--- config.mk ---
export PLATFORM = sky130hd
export DESIGN_NAME = decode_logic
export DESIGN_NICKNAME = d
export VERILOG_FILES = /design/src/rtl/decode_logic.sv
export SDC_FILE = /design/constraint.sdc
export NUM_CORES = 1
export LEC_CHECK = 0
export ABC_AREA = 1
export CAP_MARGIN = 25
export CORE_MARGIN = 2
export CORE_UTILIZATION = 26
export CTS_BUF_LIST = sky130_fd_sc_hd__clkbuf_8
export DETAILED_ROUTE_END_ITERATION = 10
export PLACE_DENSITY = 0.79
export SLEW_MARGIN = 20
export SYNTH_ARGS = -nofsm -noshare
export SYNTH_HDL_FRONTEND = slang
export SYNTH_SLANG_ARGS = --single-unit
--- constraint.sdc ---
create_clock -name clock -period 0.8 [get_ports clock]
set_input_delay 0.12 -clock clock [delete_from_list [all_inputs] [get_ports clock]]
set_output_delay 0.12 -clock clock [all_outputs]
set_load 0.01 [all_outputs]
--- src/rtl/decode_logic.sv ---
// decode_logic: M6502 micro-operation decoder.
// Maps opcode and one-hot timing step to the datapath enable bus and keeps
// a sticky flag recording any undefined opcode seen at T0.
module decode_logic (
  input  logic        clock,
  input  logic        reset,
  input  logic [7:0]  timing,
  input  logic [7:0]  opcode,
  output logic [63:0] enables,
  output logic        illegal
);

  // Enable bit positions on the datapath bus
  localparam int unsigned PC_INC       = 0;
  localparam int unsigned TIMING_RESET = 1;
  localparam int unsigned WRITE_EN     = 2;
  localparam int unsigned RA_DATA_IN_Q = 3;

  // Opcodes with dedicated sequences
  localparam logic [7:0] OP_NOP     = 8'hEA;
  localparam logic [7:0] OP_LDA_IMM = 8'hA9;
  localparam logic [7:0] OP_STORE   = 8'h8D;

  // Timing steps
  localparam logic [7:0] T0 = 8'h01;
  localparam logic [7:0] T1 = 8'h02;
  localparam logic [7:0] T2 = 8'h04;

  // True when exactly one bit of the timing vector is set
  function automatic logic is_one_hot(input logic [7:0] t);
    is_one_hot = (t != 8'h00) && ((t & (t - 8'h01)) == 8'h00);
  endfunction

  // True for every opcode outside the implemented set
  function automatic logic is_undefined(input logic [7:0] op);
    case (op)
      OP_NOP, OP_LDA_IMM, OP_STORE: is_undefined = 1'b0;
      default:                      is_undefined = 1'b1;
    endcase
  endfunction

  logic [63:0] enables_s;
  logic        illegal_r;

  // Combinational decode: reset and corrupt timing override the opcode table;
  // any valid step past an opcode's last step falls back to a bare restart.
  always_comb begin
    enables_s = 64'h0;
    if (!reset) begin
      enables_s = 64'h0;
    end else if (!is_one_hot(timing)) begin
      enables_s[TIMING_RESET] = 1'b1;
    end else begin
      case (opcode)
        OP_NOP: begin
          case (timing)
            T0: begin
              enables_s[PC_INC]       = 1'b1;
              enables_s[TIMING_RESET] = 1'b1;
            end
            default: enables_s[TIMING_RESET] = 1'b1;
          endcase
        end
        OP_LDA_IMM: begin
          case (timing)
            T0: enables_s[PC_INC] = 1'b1;
            T1: begin
              enables_s[RA_DATA_IN_Q] = 1'b1;
              enables_s[PC_INC]       = 1'b1;
              enables_s[TIMING_RESET] = 1'b1;
            end
            default: enables_s[TIMING_RESET] = 1'b1;
          endcase
        end
        OP_STORE: begin
          // Write happens at T1 so it never coincides with the opcode refetch
          // (memory reads back 0 while writing).
          case (timing)
            T0: enables_s[PC_INC] = 1'b1;
            T1: begin
              enables_s[WRITE_EN] = 1'b1;
              enables_s[PC_INC]   = 1'b1;
            end
            T2: begin
              enables_s[PC_INC]       = 1'b1;
              enables_s[TIMING_RESET] = 1'b1;
            end
            default: enables_s[TIMING_RESET] = 1'b1;
          endcase
        end
        default: begin
          // Undefined opcodes execute as a one-cycle NOP
          case (timing)
            T0: begin
              enables_s[PC_INC]       = 1'b1;
              enables_s[TIMING_RESET] = 1'b1;
            end
            default: enables_s[TIMING_RESET] = 1'b1;
          endcase
        end
      endcase
    end
  end

  // Sticky undefined-opcode flag, set at T0 and cleared only by reset
  always_ff @(posedge clock or negedge reset) begin
    if (!reset) begin
      illegal_r <= 1'b0;
    end else if ((timing == T0) && is_undefined(opcode)) begin
      illegal_r <= 1'b1;
    end else begin
      illegal_r <= illegal_r;
    end
  end

  assign enables = enables_s;
  assign illegal = illegal_r;

endmodule

# Word-level counts from Yosys, hierarchy flattened
# Cells that the tools add are included.
[totals]
reg_bits = 1
output_inout_bits = 65
input_bits = 18
[op_classes]
reduce_logical = 7
mux = 14
eq_ne = 6
n_addsub = 1
n_bitwise = 1
[ops]
columns = ["cell", "n"]
rows = [
  ["equality test 8 bit (second input constant)", 3],
  ["2-to-1 mux 1 bit", 11],
  ["bitwise AND 8 bit", 1],
  ["equality test 8 x 1 -> 1 bit (second input constant)", 1],
  ["equality test 8 x 2 -> 1 bit (second input constant)", 1],
  ["equality test 8 x 3 -> 1 bit (second input constant)", 1],
  ["logical NOT 8 bit", 1],
  ["nonzero test 8 bit", 1],
  ["subtractor 8 x 1 -> 8 bit (second input constant)", 1],
  ["OR reduction 3 bit", 2],
  ["2-to-1 mux 4 bit", 1],
  ["case mux 2 bit (2 select lines)", 1],
  ["logical AND 1 bit", 2],
  ["2-to-1 mux 2 bit", 1],
  ["OR reduction 2 bit", 1],
]

# Depth between registers and ports, before layout
# Gate-level depths: netlist of run 1.
[logic_depth]
word_depth = 6
ltp_mapped = 7

# Least setup slack after synthesis of run 1
# OpenSTA, ideal clock, no wires.
[synth_timing]
kind = "input to output"
start = "input opcode[4]"
end = "output enables[1]"
arrival_ps = 713
path_slack_ps = -33
cell_stages = 7
n_path_buf = 0
required_time_ps = 680
path_cell_list = "inv_2 > nand2_1 > nor2_2 > nand2_1 > nand2_1 > nand2_1 > a21oi_1"
[synth_between]
elab_chain_len = 4
word_cells_on_any_way = 5
cone_classes = "2 x eq/ne; 3 x mux"
[synth_lines]
columns = ["element", "line", "source"]
rows = [
  ["from (decl)", "8", "input logic [7:0] opcode,"],
  ["equality test 8 bit", "54", "case (opcode)"],
  ["case mux 2 bit (2 select lines) *", "54", ""],
  ["2-to-1 mux 1 bit *", "51", "end else if (!is_one_hot(timing)) begin"],
  ["2-to-1 mux 4 bit *", "49", "if (!reset) begin"],
  ["to (decl)", "9", "output logic [63:0] enables,"],
]
# Every way passes the cells marked *; elsewhere a longest branch is shown, timed or not.

# Worst setup path after layout of run 1
[layout_timing]
start = "input timing[7]"
end = "output enables[0]"
[layout_between]
elab_chain_len = 6
word_cells_on_any_way = 16
cone_classes = "1 x add/sub; 3 x eq/ne; 6 x mux; 1 x bitwise; 5 x reduce/logical"
[layout_lines]
columns = ["element", "line", "source"]
rows = [
  ["from (decl)", "7", "input logic [7:0] timing,"],
  ["subtractor 8 x 1 -> 8 bit, or another cell as far along", "31", "is_one_hot = (t != 8'h00) && ((t & (t - 8'h01)) == 8'h00);"],
  ["bitwise AND 8 bit, or another cell as far along", "31", ""],
  ["logical NOT 8 bit, or another cell as far along", "31", ""],
  ["logical AND 1 bit / case mux 2 bit (2 select lines) (equally long branches)", "31, 54", ""],
  ["2-to-1 mux 1 bit *", "51", ""],
  ["2-to-1 mux 4 bit *", "49", ""],
]
# Marked as above.

==> results.cfg, run 1 <==
[route]
remaining_drc_errors = 0
viasPerCell = 3.18
vias = 570
wl_per_cell_um = 6.99
drt_first_pass_iters = 4
final_antenna_net_count = 0
drt-total-wl_um = 1250
drt_iter0_drc = 1

[synth]
yosysSeqAreaShare = 0.0331
synth_cell_types = 17
postSynthCellCount = 121
netlist_area_um2 = 756
ys_ff_latch = 1
syn_area_per_cell_um2 = 6.25
yosysWarnings = 0

[setup_path]
cp-end-kind = primary output
crit_path_start_kind = input pin
path_class = input pin to primary output
crit_fanout = 3
cp.arrival_ns = 0.92
crit_top_cell = nor2_1
slowest_delay_ns = 0.14
slowest_stage = buf_2
required_ns = 0.68
worstPathCellList = buf_2 > inv_2 > nand2_1 > nor2_1 > nand2_1 > nor2_1 > nor2_1 > a21oi_2 > buf_2

[power]
switchingPower_w = 0.000229
powerDensity_nw_per_um2 = 466
peakVddDrop_mv = 0.319
sw_frac_of_total = 0.559
total_power_w = 0.000410
p_seq_frac = 0.148
p_int_w = 0.000181
p_leak_nw = 0.503
clockPowerShare = 0
comb_power_share = 0.852

[hold_path]
hp-class = input pin to async pin

[outcome]
violations = negative setup slack
outcome = finished, violations left

[global_route]
grt_max_degree = 4
grt.total_usage = 0.0692
antenna_found_initial = 0
grt_pass1_vias = 468
gr-total-overflow = 0
grt_first_pass_wirelength_um = 1930

[floorplanning]
die_w_um = 57.9
die_y_um = 57.9
die_area_um2 = 3350
start_util = 0.274
core_um2 = 2760
io_pins = 83
rows = 19

[finish]
area_delta_synth_final_pct = 16.4
largest_reg_flops = 1
drive_gt1_frac = 0.365
antenna_cells = 0
nets = 168

[sta]
timing.final.crit_share = 1.30
setup_slack_ns = -0.243
hold_viol = 0
setup_viol = 5
finClkSkew_ns = 0
rsz0062_at_grt = true
slew_violations = 0
max_freq_ghz = 0.959
finalCriticalPeriod_ns = 1.04

[placed_design]
post-dp-hpwl_um = 1130
gp_congestion = 0.725
port_buffers = 22
place_ws_ns = -1.13

[clocking]
clkSlewWorstSetupHoldPaths_ns = 0
insertion_delay_ns = 0

[run]
drv_cap = 0
[cell type report]
cell class,instances,area (µm²)
Fill cell,318,1880
Multi-Input combinational cell,105,500
Timing Repair Buffer,28,255
Inverter,14,60.1
Tap cell,31,38.8
Sequential cell,1,25.0
[cell families (layout without fill, tap and decap cells)]
kind of cell           after synthesis  after routing  share of synthesized area
AO/OA/AOI/OAI                        4              4                     0.0348
buffers and inverters               74             42                      0.666
flip-flops                           1              1                     0.0331
other                                1             60                    0.00496
AND/OR/NAND/NOR                     41             41                      0.262
[worst max-delay path: cells and delay by family]
| kind | cells | cell delay [ns] |
|---|---|---|
| AO/OA/AOI/OAI | 1 | 0.13 |
| buffers and inverters | 3 | 0.31 |
| AND/OR/NAND/NOR | 5 | 0.37 |
[layout by cell type (no fill, tap or decap)]
cell type / instances
nor2_1: 10
dlygate4sd2_1: 2
nand2_2: 8
inv_2: 6
nor2_2: 1
nand3_1: 1
buf_6: 14
buf_8: 1
inv_1: 5
nand3_4: 1
o21ai_1: 1
inv_4: 3
nand3_2: 1
o21bai_1: 1
nand2_1: 12
a21oi_2: 2
nand2_4: 1
nor2_4: 5
nand4_1: 1
dfrtp_1: 1
conb_1: 60
buf_2: 7
buf_4: 4
[power groups by stage]
stage,registers (W),logic [W],clock network (W)
after floorplan,0.0000645,0.000404,0
after global placement,0.0000610,0.000321,0
after detailed placement,0.0000611,0.000323,0
after CTS,0.0000608,0.000313,0
after global routing,0.0000616,0.000384,0
final,0.0000607,0.000349,0
[through the flow]
step	utilization	TNS (ns)	cell area [µm²]	std cells	hold slack, ns
after global routing	0.319	-1.45	880	179	0.198
after CTS	0.296	-1.20	817	180	0.182
after detailed placement	0.300	-4.97	828	178	0.445
after global placement	0.300	-4.97	828	178	0.444
final	0.319	-1.03	880	179	0.170
after floorplan	-	-0.0201	982	180	-0.176
[metal layers]
metal  share of wire  global-route usage  vias to the layer above
met5               0                   0                        -
met3            0.12             0.00670                        0
met4               0                   0                        0
met2            0.57               0.143                       39
met1            0.31              0.0797                      240
li1                -                   -                      291
[final timing paths]
kind / from / to / slack (ns) / depth (start not counted)
min in group clock: opcode[0] / illegal$_DFFE_PN0P_ / 0.42 / 3
setup / recovery: timing[7] / enables[0] / -0.24 / 9
setup reg to reg: illegal$_DFFE_PN0P_ / illegal$_DFFE_PN0P_ / 0.17 / 1
max in group asynchronous: reset / illegal$_DFFE_PN0P_ / 0.55 / 2
hold / removal: reset / illegal$_DFFE_PN0P_ / 0.17 / 2
hold reg to reg: illegal$_DFFE_PN0P_ / illegal$_DFFE_PN0P_ / 0.47 / 1
[synthesized netlist by cell type, drive strengths merged]
| cell type | count | area [µm²] |
|---|---|---|
| nor2 | 16 | 82.6 |
| conb | 1 | 3.75 |
| nand2 | 21 | 81.3 |
| buf | 60 | 450 |
| o21ai | 1 | 5.00 |
| o21bai | 1 | 7.51 |
| inv | 14 | 52.6 |
| dfrtp | 1 | 25.0 |
| nand3 | 3 | 27.5 |
| a21oi | 2 | 13.8 |
| nand4 | 1 | 6.26 |
[repair_timing]
action                                 CTS  global route
hold buffers                             0             0
endpoints found under the hold margin    0             0
resized for setup                      100            17
pin swaps                               29            25
setup buffers                            2             0
setup endpoints to repair                6             5
Power figures use the tool's default switching activity.
==> run 2, diff against run 1 <==
--- a/config.mk
+++ b/config.mk
@@ -11,7 +11,7 @@
 export CORE_UTILIZATION = 26
 export CTS_BUF_LIST = sky130_fd_sc_hd__clkbuf_8
 export DETAILED_ROUTE_END_ITERATION = 10
-export PLACE_DENSITY = 0.79
+export PLACE_DENSITY_LB_ADDON = 0.1
 export SLEW_MARGIN = 20
 export SYNTH_ARGS = -nofsm -noshare
 export SYNTH_HDL_FRONTEND = slang
==> results.cfg, run 2 (same netlist as run 1, synthesis figures left out) <==
[route]
drt_first_pass_iters = 2
drt_iter0_drc = 2
wl_per_cell_um = 6.76
drt-total-wl_um = 1220
remaining_drc_errors = 0
vias = 576
final_antenna_net_count = 0
viasPerCell = 3.20

[floorplanning]
start_util = 0.274
die_area_um2 = 3350
core_um2 = 2760
die_w_um = 57.9
io_pins = 83
rows = 19
die_y_um = 57.9

[finish]
final_util = 0.306
area_delta_synth_final_pct = 11.6
antenna_cells = 0
nets = 169
n_fill_cell = 330
final_common_cell = conb_1
instances_no_fill = 180
final_cell_mix = conb_1, nand2_1, buf_2
largest_reg_flops = 1
drive_gt1_frac = 0.362
final_area_um2 = 843

[global_route]
grt_max_degree = 4
grt.total_usage = 0.0655
gr-total-overflow = 0
grt_pass1_vias = 469
grt_first_pass_wirelength_um = 1810
antenna_found_initial = 0

[power]
total_power_w = 0.000390
powerDensity_nw_per_um2 = 463
peakVddDrop_mv = 0.344
p_leak_nw = 0.499

[clocking]
clkSlewWorstSetupHoldPaths_ns = 0
insertion_delay_ns = 0
hold_buffers = 0

[sta]
max_freq_ghz = 0.963
setup_viol = 5
hold_viol = 0
setup_slack_ns = -0.238
timing.final.crit_share = 1.30
finalCriticalPeriod_ns = 1.04
rsz0062_at_grt = true
finClkSkew_ns = 0
slew_violations = 0

[setup_path]
crit_top_cell = nor2_1
path_buf_inv = 3
worstPathCellList = buf_2 > inv_2 > nand2_1 > nor2_1 > nand2_1 > nor2_1 > nor2_1 > a21oi_2 > buf_2
crit_fanout = 3
cp.arrival_ns = 0.92
rr_worst_depth = 1
worst-path-stages = 9
cp-end-kind = primary output
crit_path_start_kind = input pin
slowest_stage = buf_2
slowest_delay_ns = 0.14
cp_top_family = simple AND/OR/NAND/NOR gates
path_class = input pin to primary output
required_ns = 0.68

[placed_design]
place_ws_ns = -1.08
gp_congestion = 0.660
placed_cell_area_um2 = 828
port_buffers = 22
dpl.cell_count = 178
post-dp-hpwl_um = 1090

[outcome]
violations = negative setup slack
outcome = finished, violations left

[hold_path]
hp-class = input pin to async pin

[run]
drv_cap = 0
-- run 2: cell types whose count changed in the layout (fill, tap and decap cells not counted), moves of 2 or more --
cell   delta
buf_2     +5
buf_4     +2
buf_6     -5
inv_4     -2
-- run 2: path summary, 6_finish.rpt --
check / slack [ns] / to / from
max: -0.24 / enables[0] / timing[1]
min: 0.19 / illegal$_DFFE_PN0P_ / reset
max reg2reg: 0.18 / illegal$_DFFE_PN0P_ / illegal$_DFFE_PN0P_
min reg2reg: 0.46 / illegal$_DFFE_PN0P_ / illegal$_DFFE_PN0P_
max in group asynchronous: 0.53 / illegal$_DFFE_PN0P_ / reset
min in group clock: 0.45 / illegal$_DFFE_PN0P_ / opcode[0]
-- run 2: per-layer routing --
metal	wire, µm	vias to the layer above	GRT usage
li1	-	294	-
met1	447	236	0.0824
met2	573	46	0.123
met3	195	0	0.0112
met4	0	0	0
met5	0	-	0
-- run 2: area by class of cell --
cell class | instances | area [µm²] | area share
multi-input cells | 105 | 500 | 0.593
flip-flops and latches | 1 | 25.0 | 0.0297
inverters | 14 | 55.1 | 0.0653
well taps | 31 | 38.8 | 0.0460
repair buffers | 29 | 224 | 0.266
-- run 2: report_power, final --
part	switching (W)	internal, W
sequential	0.00000229	0.0000582
clock	0	0
combinational	0.000226	0.000104
total	0.000228	0.000163
-- run 2: repair_timing --
item                                    4_1_cts  5_1_grt
pin swaps                                    25        4
resized for setup                           104        3
setup buffers                                 3        0
endpoints found under the setup margin        6        5
-- run 2: stage by stage --
stage / TNS (ns) / hold WS, ns
after global placement: -4.95 / 0.457
after floorplan: -0.0201 / -0.176
final: -1.08 / 0.192
after global routing: -1.59 / 0.227
after detailed placement: -4.92 / 0.449
after CTS: -1.17 / 0.202
==> run 3, diff against run 2 <==
--- a/config.mk
+++ b/config.mk
@@ -12,7 +12,7 @@
 export CTS_BUF_LIST = sky130_fd_sc_hd__clkbuf_8
 export DETAILED_ROUTE_END_ITERATION = 10
 export PLACE_DENSITY_LB_ADDON = 0.1
-export SLEW_MARGIN = 20
+export SLEW_MARGIN = 40
 export SYNTH_ARGS = -nofsm -noshare
 export SYNTH_HDL_FRONTEND = slang
 export SYNTH_SLANG_ARGS = --single-unit
==> results of run 3 <==
Same layout as run 2: the final DEF is identical, and so are final timing and power.
